$ cat src/rtl/secded_error_corrector.sv
// SECDED correction stage: flips bits where both syndrome checks fail, unless a double error is flagged.
// Optional error statistics counters are enabled by defining SECDED_ERR_STATS_EN.
module secded_error_corrector #(
  parameter int WIDTH = 32,
  parameter int CNT_W = 16
) (
  input  logic             clk,
  input  logic             rst_n,
  input  logic             in_valid,
  input  logic [WIDTH-1:0] data_in,
  input  logic [WIDTH-1:0] e1,
  input  logic [WIDTH-1:0] e2,
  input  logic             DEDb,
  output logic             out_valid,
  output logic [WIDTH-1:0] data_out,
  output logic [WIDTH-1:0] di,
  output logic             corrected,
  output logic             uncorrectable
`ifdef SECDED_ERR_STATS_EN
  ,
  input  logic             cnt_clr,
  output logic [CNT_W-1:0] corr_cnt,
  output logic [CNT_W-1:0] ded_cnt
`endif
);

  logic [WIDTH-1:0] di_c;
  logic [WIDTH-1:0] data_c;

  logic             out_valid_q, out_valid_d;
  logic [WIDTH-1:0] data_out_q,  data_out_d;
  logic [WIDTH-1:0] di_q,        di_d;
  logic             corrected_q, corrected_d;
  logic             uncorr_q,    uncorr_d;

  always_comb begin
    di_c          = e1 & e2 & {WIDTH{DEDb}};
    data_c        = data_in ^ di_c;
    out_valid_d   = in_valid;
    data_out_d    = data_out_q;
    di_d          = di_q;
    corrected_d   = corrected_q;
    uncorr_d      = uncorr_q;
    // Result registers hold their last word while no new word arrives
    if (in_valid) begin
      data_out_d  = data_c;
      di_d        = di_c;
      corrected_d = |di_c;
      uncorr_d    = ~DEDb;
    end
  end

  always_ff @(posedge clk or negedge rst_n) begin
    if (!rst_n) begin
      out_valid_q <= 1'b0;
      data_out_q  <= '0;
      di_q        <= '0;
      corrected_q <= 1'b0;
      uncorr_q    <= 1'b0;
    end else begin
      out_valid_q <= out_valid_d;
      data_out_q  <= data_out_d;
      di_q        <= di_d;
      corrected_q <= corrected_d;
      uncorr_q    <= uncorr_d;
    end
  end

  assign out_valid     = out_valid_q;
  assign data_out      = data_out_q;
  assign di            = di_q;
  assign corrected     = corrected_q;
  assign uncorrectable = uncorr_q;

`ifdef SECDED_ERR_STATS_EN
  function automatic logic [CNT_W-1:0] sat_inc(input logic [CNT_W-1:0] cnt);
    sat_inc = (&cnt) ? cnt : cnt + CNT_W'(1);
  endfunction

  logic [CNT_W-1:0] corr_cnt_q, corr_cnt_d;
  logic [CNT_W-1:0] ded_cnt_q,  ded_cnt_d;

  always_comb begin
    corr_cnt_d = corr_cnt_q;
    ded_cnt_d  = ded_cnt_q;
    // Clear wins over a same-cycle increment
    if (cnt_clr) begin
      corr_cnt_d = '0;
      ded_cnt_d  = '0;
    end else begin
      if (in_valid && (|di_c)) corr_cnt_d = sat_inc(corr_cnt_q);
      if (in_valid && !DEDb)   ded_cnt_d  = sat_inc(ded_cnt_q);
    end
  end

  always_ff @(posedge clk or negedge rst_n) begin
    if (!rst_n) begin
      corr_cnt_q <= '0;
      ded_cnt_q  <= '0;
    end else begin
      corr_cnt_q <= corr_cnt_d;
      ded_cnt_q  <= ded_cnt_d;
    end
  end

  assign corr_cnt = corr_cnt_q;
  assign ded_cnt  = ded_cnt_q;
`endif

endmodule

$ cat config.mk
export PLATFORM = sky130hd
export DESIGN_NAME = secded_error_corrector
export DESIGN_NICKNAME = d
export VERILOG_FILES = /design/src/rtl/secded_error_corrector.sv
export SDC_FILE = /design/constraint.sdc
export NUM_CORES = 1
export LEC_CHECK = 0
export CORE_ASPECT_RATIO = 0.6
export CORE_UTILIZATION = 35
export CTS_CLUSTER_SIZE = 12
export DETAILED_ROUTE_END_ITERATION = 6
export PLACE_DENSITY = 0.76
export SYNTH_ARGS = -nofsm -noshare
export SYNTH_HDL_FRONTEND = slang
export SYNTH_SLANG_ARGS = --single-unit
$ cat constraint.sdc
create_clock -name clk -period 0.8 [get_ports clk]
set_input_delay 0.16 -clock clk [delete_from_list [all_inputs] [get_ports clk]]
set_output_delay 0.16 -clock clk [all_outputs]
set_load 0.05 [all_outputs]
# After elaboration in Yosys (flattened, before gate mapping)
# Index checks and enable logic that the tools add are counted.
dict set report word_totals {
  word_cells 10
  output_inout_bits 67
  inputBits 100
  regBits 67
}
dict set report op_classes {
  n_reduce_logical 1
  n_bitwise 4
}
# operator count
set op_table {}
lappend op_table {{bitwise AND 32 bit} 2}
lappend op_table {{OR reduction 32 bit} 1}
lappend op_table {{XOR 32 bit} 1}
lappend op_table {{NOT 1 bit} 1}

# Depth between registers and ports, before layout
# Gate-level depths: netlist (run 1).
dict set report logic_depth {
  word_depth 3
  depth_mapped 5
  mapped_depth_nobuf 5
}

# Worst setup path after synthesis (run 1)
# OpenSTA, ideal clock, no wires.
dict set report synth_path {
  path_type {input-to-reg}
  startpoint {input e1[0]}
  endpoint {register corrected_q, in the netlist corrected}
  t_arrival_ns 0.943
  setup_ns 0.125
  required_time_ns 0.675
  path_slack_ns -0.268
  stages 5
  path_buffers 0
  cell_sequence {a22o_1 a221oi_2 nand4_1 nor4_1 nor2_1}
}
dict set report synth_between {
  elab_chain_cells 3
}
# item line_no
set synth_rtl {}
lappend synth_rtl {{start: declaration} 11} ;# input logic [WIDTH-1:0] e1,
lappend synth_rtl {{bitwise AND 32 bit (2 in a row)} 37} ;# di_c = e1 & e2 & {WIDTH{DEDb}};
lappend synth_rtl {{OR reduction 32 bit} 48} ;# corrected_d = |di_c;
lappend synth_rtl {{end signal: assignment} 64} ;# corrected_q <= corrected_d;
lappend synth_rtl {{end: declaration} 33} ;# logic corrected_q, corrected_d;
# No other way between the ends.
# A chain may end at the register's enable or synchronous reset.

# Worst setup path after layout (run 1)
dict set report layout_path {
  startpoint {register di_q[26], in the netlist di[26]}
  endpoint {output di[26]}
}
# item line_no
set layout_rtl {}
lappend layout_rtl {{start: declaration} 32} ;# logic [WIDTH-1:0] di_q, di_d;
lappend layout_rtl {{start signal: assignment} 63} ;# di_q <= di_d;
lappend layout_rtl {{end: declaration} 16} ;# output logic [WIDTH-1:0] di,
# No word-level cell between the ends.

==> results_dict.tcl, run 1 <==
set metrics [dict create \
    slowest_delay_ps 430 \
    io_buffers 166 \
    area_delta_synth_final_pct 124 \
    gp_congestion 0.843 \
    yosysWarnings 0 \
    relSlewSlack_pct 79.9 \
    synth_compound_area_share_pct 9.52 \
    critPathMaxFanout 2 \
    skew_ps 0 \
    synth.most_common_cell "dfrtp_1" \
    async_reset_ff_share_pct 100 \
    hold_class "in2reg" \
    cp.buffers_inverters 1 \
    cts_buffers 9 \
    path_delay_family "flip-flops" \
    synthXorXnorAreaFrac_pct 9.07 \
    place_area_um2 6470 \
    netlist_area_um2 3090 \
    antenna_left 0 \
    antenna_found_initial 0 \
    insertion_delay_ps 330 \
    cts.htree.levels 3 \
    drv_slew 0 \
    synth_top_area_cell "dfrtp_1" \
    yosys.area.top_type_share_pct 54.3 \
    finalCritPeriodShare_pct 134 \
    start_util_pct 36.2 \
    syn-num-nets 400 \
    syn_avg_cell_area_um2 10.3 \
    yosys.area_share.adder_pct 0 \
    antenna_cells 0 \
    track_usage_pct 24.8 \
    synth_cell_types 18 \
    synth-seq-area-share_pct 54.3 \
    fillers 500 \
    fin_area_um2 6910 \
    yosys_most_used_dff "dfrtp_1" \
    die_h_um 74.8 \
    crit_chain "buf_12" \
    synth_edf_count 0 \
    vias 3160 \
    synth-simple-area-share_pct 10.5 \
    grt_use_met1_pct 29.0 \
    core_um2 8520 \
    regToRegEndpoint "data_out[23]" \
    clk_pin_slew_ps 60 \
    drt-wirelength-per-cell_um 16.7 \
    peakVddDrop_mv 1.52 \
    critPathRequiredTime_ps 640 \
    rsz0062_at_grt "true" \
    setup_viol 69 \
    start_kind "flop" \
    synth_area_leaders "dfrtp_1 (54%), mux2i_1 (10%), xor2_1 (9.1%), a21oi_1 (5.2%), nand3_1 (5.2%)" \
    r2r_slack_ps -10 \
    tightest_slew_ps 301 \
    violations "setup timing" \
    setup_ws_ps -275 \
    path_class "reg2out" \
    post-place-ws_ps -902 \
    power_density_nw_per_um2 1780 \
    met3_usage_pct 9.47 \
    rr_startpoint "data_out[23]" \
    power_leakage_uw 0.00304 \
    drc 0 \
    status "complete, but fails checks" \
    period_minus_slack_ps 1080 \
    drive_above_1_share_pct 56.6 \
    gr-max-usage-layer "met2" \
    grt_pass1_wl_um 16500 \
    reg2reg_depth 3 \
    io_pins 167 \
    dr.pass1.iters 4 \
    cp-startpoint "di[26]" \
    path_depth 1 \
    clk_path_buf_depth 2 \
    die_width_um 123 \
    worstSetupEndpointType "primary output" \
    drtIter0Drc 118 \
    cp_slowest_cell "dfrtp_2" \
    synth_top_family_by_area "simple AND/OR/NAND/NOR gates" \
    cts_tree "yes" \
    clock_sinks 67 \
    synth-seq-cells 67 \
    grt_pass1_vias 3248 \
    arrival_ps 920 \
    final_nets 660 \
    dpl.hpwl_um 8630 \
    grt_max_degree 42 \
    synth_common_cells "dfrtp_1 (67), inv_1 (33), nor2_1 (33)" \
    viasPerCell 4.67 \
    drt_wl_total_um 11300 \
    synthMuxAreaShare_pct 10.4 \
    globalRouteOverflowTotal 0 \
    netlist_instances 300 \
    hold_viol 0 \
    max_freq_mhz 930 \
    root_buffer "clkbuf_16" \
    drv_cap 0 \
    crit_end "di[26]" \
    use_met2_pct 43.1 \
    num_rows 26 \
    die-area_um2 9220 \
]
-- state kept, by name (all words and copies together), names as in the netlist --
signal and count:
data_out 32, di 32, corrected 1, out_valid 1
uncorrectable 1
-- routing by layer --
metal	vias up	share of wire, %
met5	-	0
met4	0	0.73
met3	7	8.2
met2	109	51
met1	1516	41
li1	1528	-
-- worst min path at each step --
stage	start	to	slack, ps	cells past startpoint
5_1_grt	e1[14]	di[14]	140	3
2_1_floorplan	rst_n	corrected	-140	0
3_5_place_dp	rst_n	data_out[5]	160	2
6_report	e1[14]	di[14]	130	3
3_3_place_gp	rst_n	data_out[24]	160	2
4_1_cts	in_valid	uncorrectable	200	3
-- power by group --
group | internal, µW | total [µW] | switching (µW)
Clock | 2580 | 4050 | 1470
Sequential | 3740 | 4090 | 342
Combinational | 2130 | 4170 | 2040
-- cell families after synthesis --
group	after synthesis
compound gates	49
xor+xnor	32
buf+inv	48
flops	67
mux	32
simple gates	72
-- layout by cell type (no fill, tap or decap), types with 4 or more instances in the layout --
| master | netlist | final |
|---|---|---|
| dlygate4sd2_1 | 0 | 34 |
| a21oi_1 | 32 | 26 |
| inv_1 | 33 | 32 |
| mux2i_1 | 32 | 31 |
| nand3_2 | 0 | 30 |
| dfrtp_2 | 0 | 65 |
| buf_6 | 0 | 10 |
| nand4_1 | 4 | 4 |
| clkbuf_16 | 0 | 9 |
| a22oi_2 | 0 | 9 |
| clkbuf_2 | 0 | 14 |
| xor2_1 | 32 | 32 |
| nor2_4 | 0 | 6 |
| clkdlybuf4s50_1 | 0 | 32 |
| buf_4 | 0 | 82 |
| nor2_1 | 33 | 27 |
| clkdlybuf4s15_1 | 0 | 14 |
| a21oi_2 | 0 | 6 |
| buf_12 | 0 | 74 |
-- timing repair --
action | CTS | global route
gates resized for setup | 99 | 57
setup endpoints to repair | 118 | 76
pin swaps | 31 | 19
hold buffers | 1 | 0
buffers inserted | 8 | 2
endpoints found under the hold margin | 67 | 0
-- area by class of cell --
type                            instances  area (µm²)  share of cell area [%]
Clock buffer                           11         253                    3.66
Timing Repair Buffer                  264        3060                    44.3
Tap cell                              112         140                    2.03
Sequential cell                        67        1760                    25.4
Clock inverter                          5        61.3                   0.887
Multi-Input combinational cell        185        1510                    21.9
Inverter                               33         124                    1.79
-- per-stage QoR --
stage                     setup TNS [ps]  hold slack, ps  power [µW]  instances  utilization (%)
after floorplan                     -980            -136        5640        300                -
after global placement            -23550             157        8130        653             76.0
after detailed placement          -26500             162        8230        653             76.0
after CTS                         -18890             196       12400        677             80.7
after global routing              -19710             142       12800        677             81.1
final                             -17630             131       12300        677             81.1
Power figures use the tool's default switching activity.
==> run 2: changes to the inputs <==
--- a/config.mk
+++ b/config.mk
@@ -9,7 +9,7 @@
 export CORE_UTILIZATION = 35
 export CTS_CLUSTER_SIZE = 12
 export DETAILED_ROUTE_END_ITERATION = 6
-export PLACE_DENSITY = 0.76
+export PLACE_DENSITY_LB_ADDON = 0.05
 export SYNTH_ARGS = -nofsm -noshare
 export SYNTH_HDL_FRONTEND = slang
 export SYNTH_SLANG_ARGS = --single-unit
==> run 2 against run 1 <==
The flow still finishes with violations (setup timing). Clock skew stayed put. Count of clock-buffer cells in the layout is 2 higher. Clock power is 16% lower. Non-clock buffer count is 12 lower. Via count is 1.8% lower. Hold slack better by 56 ps. Core utilization is 2.6 points lower. Sequential share of layout area is 0.84 points higher. Combinational power is 5% lower. Critical path depth stayed put. Critical path type unchanged. Critical endpoint is now di[9]. Largest cell class unchanged.
==> results_dict.tcl, run 2 (same netlist as run 1, synthesis figures left out) <==
set metrics [dict create \
    slowest_delay_ps 430 \
    drtIter0Drc 103 \
    finalCritPeriodShare_pct 134 \
    antenna_cells 0 \
    mostFrequentLayoutCell "buf_4" \
    path_depth 1 \
    crit_chain "buf_12" \
    track_usage_pct 22.3 \
    cp_slowest_cell "dfrtp_2" \
    io_pins 167 \
    grt_pass1_wl_um 15100 \
    violations "setup timing" \
    area_delta_synth_final_pct 117 \
    globalRouteOverflowTotal 0 \
    skew_ps 0 \
    antenna_left 0 \
    worstSetupEndpointType "primary output" \
    peakVddDrop_mv 1.37 \
    die-area_um2 9220 \
    clk_path_buf_depth 2 \
    start_util_pct 36.2 \
    hold_viol 0 \
    hold_class "in2reg" \
    clock_sinks 67 \
    postLayoutCoreUtil_pct 78.5 \
    vias 3103 \
    path_delay_family "flip-flops" \
    drv_cap 0 \
    antenna_found_initial 0 \
    drv_slew 0 \
    grt_pass1_vias 3048 \
    cts.htree.levels 3 \
    r2r_slack_ps -10 \
    die_h_um 74.8 \
    tightest_slew_ps 337 \
    final_cell_mix "buf_4 (78), buf_12 (70), dfrtp_2 (65), dlygate4sd2_1 (55)" \
    viasPerCell 4.67 \
    critPathRequiredTime_ps 640 \
    fillers 585 \
    num_rows 26 \
    cts_tree "yes" \
    power_leakage_uw 0.00297 \
    io_buffers 166 \
    critPathMaxFanout 2 \
    drc 0 \
    clk_pin_slew_ps 50 \
    core_um2 8520 \
    power_density_nw_per_um2 1710 \
    cp.buffers_inverters 1 \
    path_class "reg2out" \
    start_kind "flop" \
    insertion_delay_ps 320 \
    rsz0062_at_grt "true" \
    max_freq_mhz 936 \
    crit_end "di[9]" \
    root_buffer "clkbuf_16" \
    period_minus_slack_ps 1070 \
    post-place-ws_ps -782 \
    regToRegEndpoint "data_out[21]" \
    setup_viol 69 \
    gp_congestion 0.742 \
    hp-start "e1[7]" \
    status "complete, but fails checks" \
    rr_startpoint "data_out[21]" \
    final_nets 648 \
    arrival_ps 910 \
    setup_ws_ps -269 \
    relSlewSlack_pct 77.5 \
    grt_max_degree 66 \
    dpl.hpwl_um 7660 \
    cp-startpoint "di[9]" \
    drt_wl_total_um 10200 \
    drt-wirelength-per-cell_um 15.4 \
    die_width_um 123 \
    reg2reg_depth 3 \
    cts_buffers 9 \
    dr.pass1.iters 4 \
    drive_above_1_share_pct 50.5 \
]
## run 2: cell types whose count changed in the layout (fill, tap and decap cells not counted), moves of 4 or more
cell / before / now
nor2_1: 27 / 31
buf_12: 74 / 70
buf_4: 82 / 78
dlygate4sd2_1: 34 / 55
clkbuf_1: 0 / 4
a21oi_2: 6 / 2
clkbuf_2: 14 / 0
nor2_4: 6 / 1
clkdlybuf4s15_1: 14 / 6
a21oi_1: 26 / 30
buf_6: 10 / 3
## run 2: report_power, final
group	leakage, µW	internal, µW	switching, µW
sequential	0.000745	3750	332
clock	0.000127	2080	1330
combinational	0.00210	2030	1950
total	0.00297	7860	3610
## run 2: metrics by stage
stage | cells | TNS (ps) | power [µW] | hold WS (ps) | instance area, µm²
6_report | 665 | -17380 | 11500 | 187 | 6690
4_1_cts | 663 | -18140 | 11500 | 162 | 6610
3_5_place_dp | 644 | -26060 | 8130 | -23.2 | 6370
2_1_floorplan | 300 | -980 | 5640 | -136 | 3400
3_3_place_gp | 644 | -23800 | 8060 | -33.6 | 6370
5_1_grt | 665 | -19040 | 11900 | 192 | 6690
## run 2: metal layers
metal | global-route usage (%) | routed length (µm) | part of all wire, % | up-vias
li1 | - | - | - | 1509
met1 | 27.8 | 4310 | 42 | 1471
met2 | 36.1 | 4860 | 48 | 113
met3 | 9.47 | 949 | 9.3 | 10
met4 | 5.49 | 104 | 1.0 | 0
met5 | 0 | 0 | 0 | -
## run 2: final cells by class
type | count | area [µm²] | area share, %
Timing Repair Buffer | 252 | 2980 | 44.5
Sequential cell | 67 | 1760 | 26.3
Multi-Input combinational cell | 185 | 1440 | 21.5
Clock buffer | 13 | 240 | 3.59
Tap cell | 112 | 140 | 2.09
Inverter | 33 | 124 | 1.85
Clock inverter | 3 | 15.0 | 0.224
## run 2: repair_timing
item,CTS,global route
gates cloned,0,1
pin swaps,35,5
hold buffers,1,0
gates resized for setup,84,11
buffers inserted,2,3
setup endpoints to repair,118,137
endpoints found under the hold margin,67,0
## run 2: worst min-delay path by stage
stage / end / slack [ps] / cells after the start
finish: di[7] / 190 / 3
global route: di[7] / 190 / 3
detailed placement: di[1] / -20 / 1
global placement: data_out[1] / -30 / 1
CTS: data_out[1] / 160 / 2
floorplan: corrected / -140 / 0
